--- src/rtl/capture_frame_ctrl.sv ---
// Frame capture sequencer: arms, waits for vsync, crops an IMG_W x IMG_H window.
// Optional statistics counters are enabled with the CAP_STATS_EN macro.
module capture_frame_ctrl #(
    parameter int IMG_W = 224,
    parameter int IMG_H = 224,
    parameter int CNT_W = 11
) (
    input  logic             pclk,
    input  logic             rst_n,
    input  logic             cam_vsync,
    input  logic             cam_href,
    input  logic             cam_pix_en,
    input  logic             arm,
    input  logic [CNT_W-1:0] win_x0,
    input  logic [CNT_W-1:0] win_y0,
    output logic             pix_valid,
    output logic             busy,
    output logic             frame_done,
    output logic             frame_err,
`ifdef CAP_STATS_EN
    output logic [15:0]      frames_ok,
    output logic [15:0]      frames_err,
    output logic [7:0]       arms_dropped,
`endif
    output logic [7:0]       win_col,
    output logic [7:0]       win_row
);

    typedef enum logic [1:0] {
        S_IDLE,
        S_WAIT_VS,
        S_CAPTURE
    } state_t;

    localparam logic [CNT_W:0] W_EXT = (CNT_W+1)'(IMG_W);
    localparam logic [CNT_W:0] H_LST = (CNT_W+1)'(IMG_H - 1);

    state_t           state_q, state_d;
    logic             pending_q, pending_d;
    logic             vsync_q, href_q;
    logic [CNT_W-1:0] x0_q, x0_d, y0_q, y0_d;
    logic [CNT_W-1:0] col_q, col_d, row_q, row_d;
    logic             pv_q, pv_d, done_q, done_d, err_q, err_d;
    logic [7:0]       wcol_q, wcol_d, wrow_q, wrow_d;
    logic             arm_drop;

    logic             vs_rise, hr_fall, pix_in, hit, last_row;
    logic [CNT_W:0]   col_x, row_x, x_lo, y_lo;
    logic [CNT_W-1:0] dcol, drow;

    assign vs_rise = cam_vsync & ~vsync_q;
    assign hr_fall = href_q & ~cam_href;
    assign pix_in  = cam_pix_en & cam_href;

    // Bounds are one bit wider so x0+IMG_W never overflows
    assign col_x = {1'b0, col_q};
    assign row_x = {1'b0, row_q};
    assign x_lo  = {1'b0, x0_q};
    assign y_lo  = {1'b0, y0_q};
    assign hit   = (col_x >= x_lo) && (col_x < x_lo + W_EXT) &&
                   (row_x >= y_lo) && (row_x < y_lo + W_EXT - W_EXT + H_LST + 1'b1);
    assign last_row = (row_x == y_lo + H_LST);
    assign dcol  = col_q - x0_q;
    assign drow  = row_q - y0_q;

    always_comb begin
        state_d   = state_q;
        pending_d = pending_q;
        x0_d      = x0_q;
        y0_d      = y0_q;
        col_d     = col_q;
        row_d     = row_q;
        pv_d      = 1'b0;
        done_d    = 1'b0;
        err_d     = 1'b0;
        wcol_d    = wcol_q;
        wrow_d    = wrow_q;
        arm_drop  = 1'b0;
        unique case (state_q)
            S_IDLE: begin
                if (arm | pending_q) begin
                    state_d   = S_WAIT_VS;
                    pending_d = arm & pending_q;
                end
            end
            S_WAIT_VS: begin
                if (arm) begin
                    if (pending_q) arm_drop  = 1'b1;
                    else           pending_d = 1'b1;
                end
                if (vs_rise) begin
                    state_d = S_CAPTURE;
                    x0_d    = win_x0;
                    y0_d    = win_y0;
                    col_d   = '0;
                    row_d   = '0;
                end
            end
            S_CAPTURE: begin
                if (arm) begin
                    if (pending_q) arm_drop  = 1'b1;
                    else           pending_d = 1'b1;
                end
                if (pix_in & hit) begin
                    pv_d   = 1'b1;
                    wcol_d = dcol[7:0];
                    wrow_d = drow[7:0];
                end
                if (hr_fall) begin
                    col_d = '0;
                    if (~&row_q) row_d = row_q + 1'b1;
                end else if (pix_in & ~&col_q) begin
                    col_d = col_q + 1'b1;
                end
                // A new frame start before completion means the window overran
                if (vs_rise) begin
                    state_d   = S_IDLE;
                    err_d     = 1'b1;
                    pending_d = 1'b0;
                end else if (hr_fall & last_row) begin
                    state_d = S_IDLE;
                    done_d  = 1'b1;
                end
            end
            default: state_d = S_IDLE;
        endcase
    end

    always_ff @(posedge pclk or negedge rst_n) begin
        if (!rst_n) begin
            state_q   <= S_IDLE;
            pending_q <= 1'b0;
            vsync_q   <= 1'b0;
            href_q    <= 1'b0;
            x0_q      <= '0;
            y0_q      <= '0;
            col_q     <= '0;
            row_q     <= '0;
            pv_q      <= 1'b0;
            done_q    <= 1'b0;
            err_q     <= 1'b0;
            wcol_q    <= '0;
            wrow_q    <= '0;
        end else begin
            state_q   <= state_d;
            pending_q <= pending_d;
            vsync_q   <= cam_vsync;
            href_q    <= cam_href;
            x0_q      <= x0_d;
            y0_q      <= y0_d;
            col_q     <= col_d;
            row_q     <= row_d;
            pv_q      <= pv_d;
            done_q    <= done_d;
            err_q     <= err_d;
            wcol_q    <= wcol_d;
            wrow_q    <= wrow_d;
        end
    end

    assign pix_valid  = pv_q;
    assign busy       = (state_q == S_WAIT_VS) || (state_q == S_CAPTURE);
    assign frame_done = done_q;
    assign frame_err  = err_q;
    assign win_col    = wcol_q;
    assign win_row    = wrow_q;

`ifdef CAP_STATS_EN
    logic [15:0] ok_q, bad_q;
    logic [7:0]  drop_q;

    always_ff @(posedge pclk or negedge rst_n) begin
        if (!rst_n) begin
            ok_q   <= '0;
            bad_q  <= '0;
            drop_q <= '0;
        end else begin
            if (done_q & ~&ok_q)     ok_q   <= ok_q + 1'b1;
            if (err_q & ~&bad_q)     bad_q  <= bad_q + 1'b1;
            if (arm_drop & ~&drop_q) drop_q <= drop_q + 1'b1;
        end
    end

    assign frames_ok    = ok_q;
    assign frames_err   = bad_q;
    assign arms_dropped = drop_q;
`else
    logic unused_drop;
    assign unused_drop = arm_drop;
`endif

endmodule

--- config.mk ---
export PLATFORM = sky130hd
export DESIGN_NAME = capture_frame_ctrl
export DESIGN_NICKNAME = d
export VERILOG_FILES = /design/src/rtl/capture_frame_ctrl.sv
export SDC_FILE = /design/constraint.sdc
export NUM_CORES = 1
export LEC_CHECK = 0
export BUFFER_PORTS_ARGS = -buffer_cell sky130_fd_sc_hd__buf_2
export CORE_ASPECT_RATIO = 1.25
export CORE_UTILIZATION = 35
export DETAILED_ROUTE_END_ITERATION = 10
export PLACE_DENSITY = 0.58
export SYNTH_ARGS = -nofsm -noshare
export SYNTH_HDL_FRONTEND = slang
export SYNTH_SLANG_ARGS = --single-unit
--- constraint.sdc ---
create_clock -name pclk -period 3.1 [get_ports pclk]
set_input_delay 0.155 -clock pclk [delete_from_list [all_inputs] [get_ports pclk]]
set_output_delay 0.155 -clock pclk [all_outputs]
set_load 0.01 [all_outputs]
==> impl_metrics.toml <==
[routing]
highest_layer = "met4"
finalWirelength_um = 11430
vias_per_cell = 5.212
route.detailed.drc = 0
detail_route.iter0.violations = 110
dr_wl_met3_um = 393
routed_met1_length_um = 4747
vias = 3784
drt_first_pass_iters = 4
final_antenna_net_count = 0
route.detailed.wl_per_inst_um = 15.74
dr_wl_met2_um = 5993

[global_routing]
grt_max_degree = 36
globalRouteTotalUtil_pct = 17.40
initial_antenna_violation_count = 0
grt_pass1_wl_um = 18660
grt_pass1_vias = 3730
grt.overflow.total = 0

[critical_path]
critical-path-top-delay-family = "simple AND/OR/NAND/NOR gates"
critical_path.max_fanout = 8
rrSetupSlack_ps = 100
rr_startpoint = "y0_q[6]"
r2r.worst_path.cells = 13
setup.worst_path.end_class = "flop"
regToRegEndpoint = "win_row[4]"
crit_required_ps = 3330
crit_path_cell_trace = "inv_1 -> ha_2 -> a21o_1 -> xnor2_2 -> ha_1 -> o21ai_1 -> nor2_1 -> nor4_2 -> a21oi_2 -> nor4b_4 -> buf_4 -> buf_12 -> mux2_2"
worstPathBufferInverterCount = 3
timing.critical_path.slowest_stage_cell = "sky130_fd_sc_hd__dfrtp_1"
max_stage_delay_ps = 390
worst-endpoint-arrival_ps = 3230
critical_path_launch_point_type = "flop"
criticalPathCategory = "flop to flop"

[floorplanning]
floorplan.rows = 47
die-area_um2 = 13930
boundaryPins = 48
initial_core_util_pct = 35.76
core_area_um2 = 13170
floorplan.die.height_um = 131.7
die_w_um = 105.8

[pwr]
pwr_density_cell_nw_per_um2 = 791.8
power_leakage_nw = 2.610
vdd_drop_max_mv = 0.2868

[yosys]
synth_seq_cells = 68
yosys_warnings = 0
synth_flop_type = "sky130_fd_sc_hd__dfrtp_1"
synth.lib_cells_used.distinct = 65
avgSynthCellArea_um2 = 9.794
syn_nets = 555
largest_area_contributor_in_the_synthesized_netlist = "sky130_fd_sc_hd__dfrtp_1"
mappedNetlistArea_um2 = 4711
post_synth_inst_count = 481
synth_area_leaders = "sky130_fd_sc_hd__dfrtp_1 (36%), sky130_fd_sc_hd__ha_1 (12%), sky130_fd_sc_hd__mux2_2 (6.5%), sky130_fd_sc_hd__xnor2_1 (5.4%), sky130_fd_sc_hd__nor2_1 (3.2%)"
synth.top_cell.area_share_pct = 36.12
seq_area_frac_synth_pct = 36.12
post_synth_edffs = 0
synthArstFlopShare_pct = 100.0

[timing]
fin_skew_ps = 3.286
layout_min_cycle_time_ps = 2996
maxClockFrequency_ghz = 0.3337
setup_slack_ps = 103.5
hold_violations = 0
tns_ps = 0
slew_viol_final = 0
tightestPinTransition_ps = 637.7
layout_worst_path_cycle_share_pct = 96.66
grt_setup_unrepaired = "no"
worst_slew_margin_rel_pct = 57.40
fin_hold_ws_ps = 36.32
setup_viol = 0

[min_path]
holdCritStartpoint = "win_y0[0]"
hold_path_depth = 2
min_delay_worst_endpoint = "y0_q[0]"
holdCritPathClass = "input port to flop"

[place]
port_buffers = 47
place_worst_setup_slack_ps = 156.0
finalWeightedCongestion = 0.8318
post-dp-hpwl_um = 8837

[clock_tree]
tritoncts_clock_tree = "built"
cts.clk_slew.worst_paths_ps = 50
clock-root-buffer = "sky130_fd_sc_hd__clkbuf_16"
cts.path.max_buffers = 2
cts_max_level = 3
cts_inserted_buffers = 9
worst_skew_pair.late_latency_ps = 350
clock_sinks = 68

[layout]
antennaDiodeCount = 0
proportion_of_layout_cells_with_a_drive_suffix_above_1_pct = 24.14
layout.nets = 624
number_of_fill_cells_in_the_layout = 1307
syn2layout_area_growth_pct = 19.92
finish.utilization_pct = 42.89

[run_status]
run_status = "finished clean"

[job]
timing.max_cap.violations = 0
[sequential cells by signal (all words and copies together) (netlist names), 2 cells and up]
register and flops:
col_q 11, row_q 11, state_q 2, win_row 8
y0_q 11, x0_q 11, win_col 8
[synth_stat cells, drive strengths merged (5+ instances only)]
library cell and number:
a211oi 5, a21oi 20, and2 6, buf 8
dfrtp 68, ha 44, inv 38, mux2 33
mux2i 5, nand2 30, nand2b 8, nand3 13
nand4 10, nor2 40, nor2b 8, nor3 12
nor4 8, o211ai 5, o21a 8, o21ai 20
xnor2 29, xor2 10
[layout by cell type, fill, tap and decap left out, types with 11 or more instances in the layout]
cell                      synthesis  final
sky130_fd_sc_hd__buf_2            3     47
sky130_fd_sc_hd__buf_4            1     16
sky130_fd_sc_hd__nand2_1         30     30
sky130_fd_sc_hd__nor3_1          12     11
sky130_fd_sc_hd__nor2_1          40     40
sky130_fd_sc_hd__ha_1            44     43
sky130_fd_sc_hd__mux2_2          27     27
sky130_fd_sc_hd__xnor2_1         29     28
sky130_fd_sc_hd__o21ai_0         17     16
sky130_fd_sc_hd__nand3_1         13     13
sky130_fd_sc_hd__dfrtp_1         68     67
sky130_fd_sc_hd__inv_1           37     36
sky130_fd_sc_hd__a21oi_1         20     19
[power by group]
part	switching, W	internal [W]	leakage, nW
combinational	0.00115	0.000995	1.58
sequential	0.000221	0.00106	0.874
clock	0.000390	0.000660	0.155
total	0.00176	0.00272	2.61
[worst reg2reg max path, delay by kind of cell (launching register included)]
kind / cells / cell delay [ps]
buffers and inverters: 3 / 370
xor gates and xnor gates: 1 / 140
muxes: 1 / 340
DFF: 1 / 390
and+or+nand+nor: 3 / 690
adders and majority gates: 2 / 490
AOI/OAI and AO/OA: 3 / 460
[metal layers]
metal,GRT usage (%),vias to the layer above
li1,-,1863
met1,19.91,1842
met2,30.25,62
met3,4.514,17
met4,7.716,0
met5,0,-
[per-stage QoR]
step	cell area [um2]	instances	total power, W
4_1_cts	5565	723	0.004458
6_report	5649	726	0.004473
3_5_place_dp	5233	704	0.003373
3_3_place_gp	5233	704	0.003325
5_1_grt	5649	726	0.004812
2_1_floorplan	4711	481	0.002799
[cells by family (layout without fill, tap and decap cells)]
logic type                 Yosys count  in the layout  synth area share, %
adders and majority gates           46             46                12.54
DFF                                 68             68                36.12
AOI/OAI and AO/OA                   88             88                13.65
muxes                               38             38                9.429
and+or+nand+nor                    154            154                16.87
buffers and inverters               48            122                4.143
xor gates and xnor gates            39             39                7.251
[what timing repair did]
action	CTS	global route
setup endpoints to repair	0	12
setup buffers	0	2
hold endpoints to repair	70	0
resized for setup	0	11
hold buffers	3	0
[worst max path at each step]
| stage | from | end | slack (ps) | depth (start not counted) |
|---|---|---|---|---|
| final | y0_q[6] | win_row[4] | 100 | 13 |
| after global routing | x0_q[5] | win_col[3] | 20 | 14 |
| after CTS | y0_q[5] | win_row[4] | 80 | 12 |
| after detailed placement | x0_q[5] | win_row[4] | 160 | 11 |
| after global placement | x0_q[5] | win_col[7] | 260 | 11 |
| after floorplan | y0_q[6] | win_col[2] | 80 | 13 |
[cell type report]
class	count	area (um2)	share of cell area, %
Tap cell	171	214.0	3.787
Clock inverter	5	50.05	0.8859
Multi-Input combinational cell	365	2856	50.56
Clock buffer	11	252.7	4.474
Inverter	38	142.6	2.525
Sequential cell	68	1703	30.14
Timing Repair Buffer	68	430.4	7.619
Power figures use the tool's default switching activity.
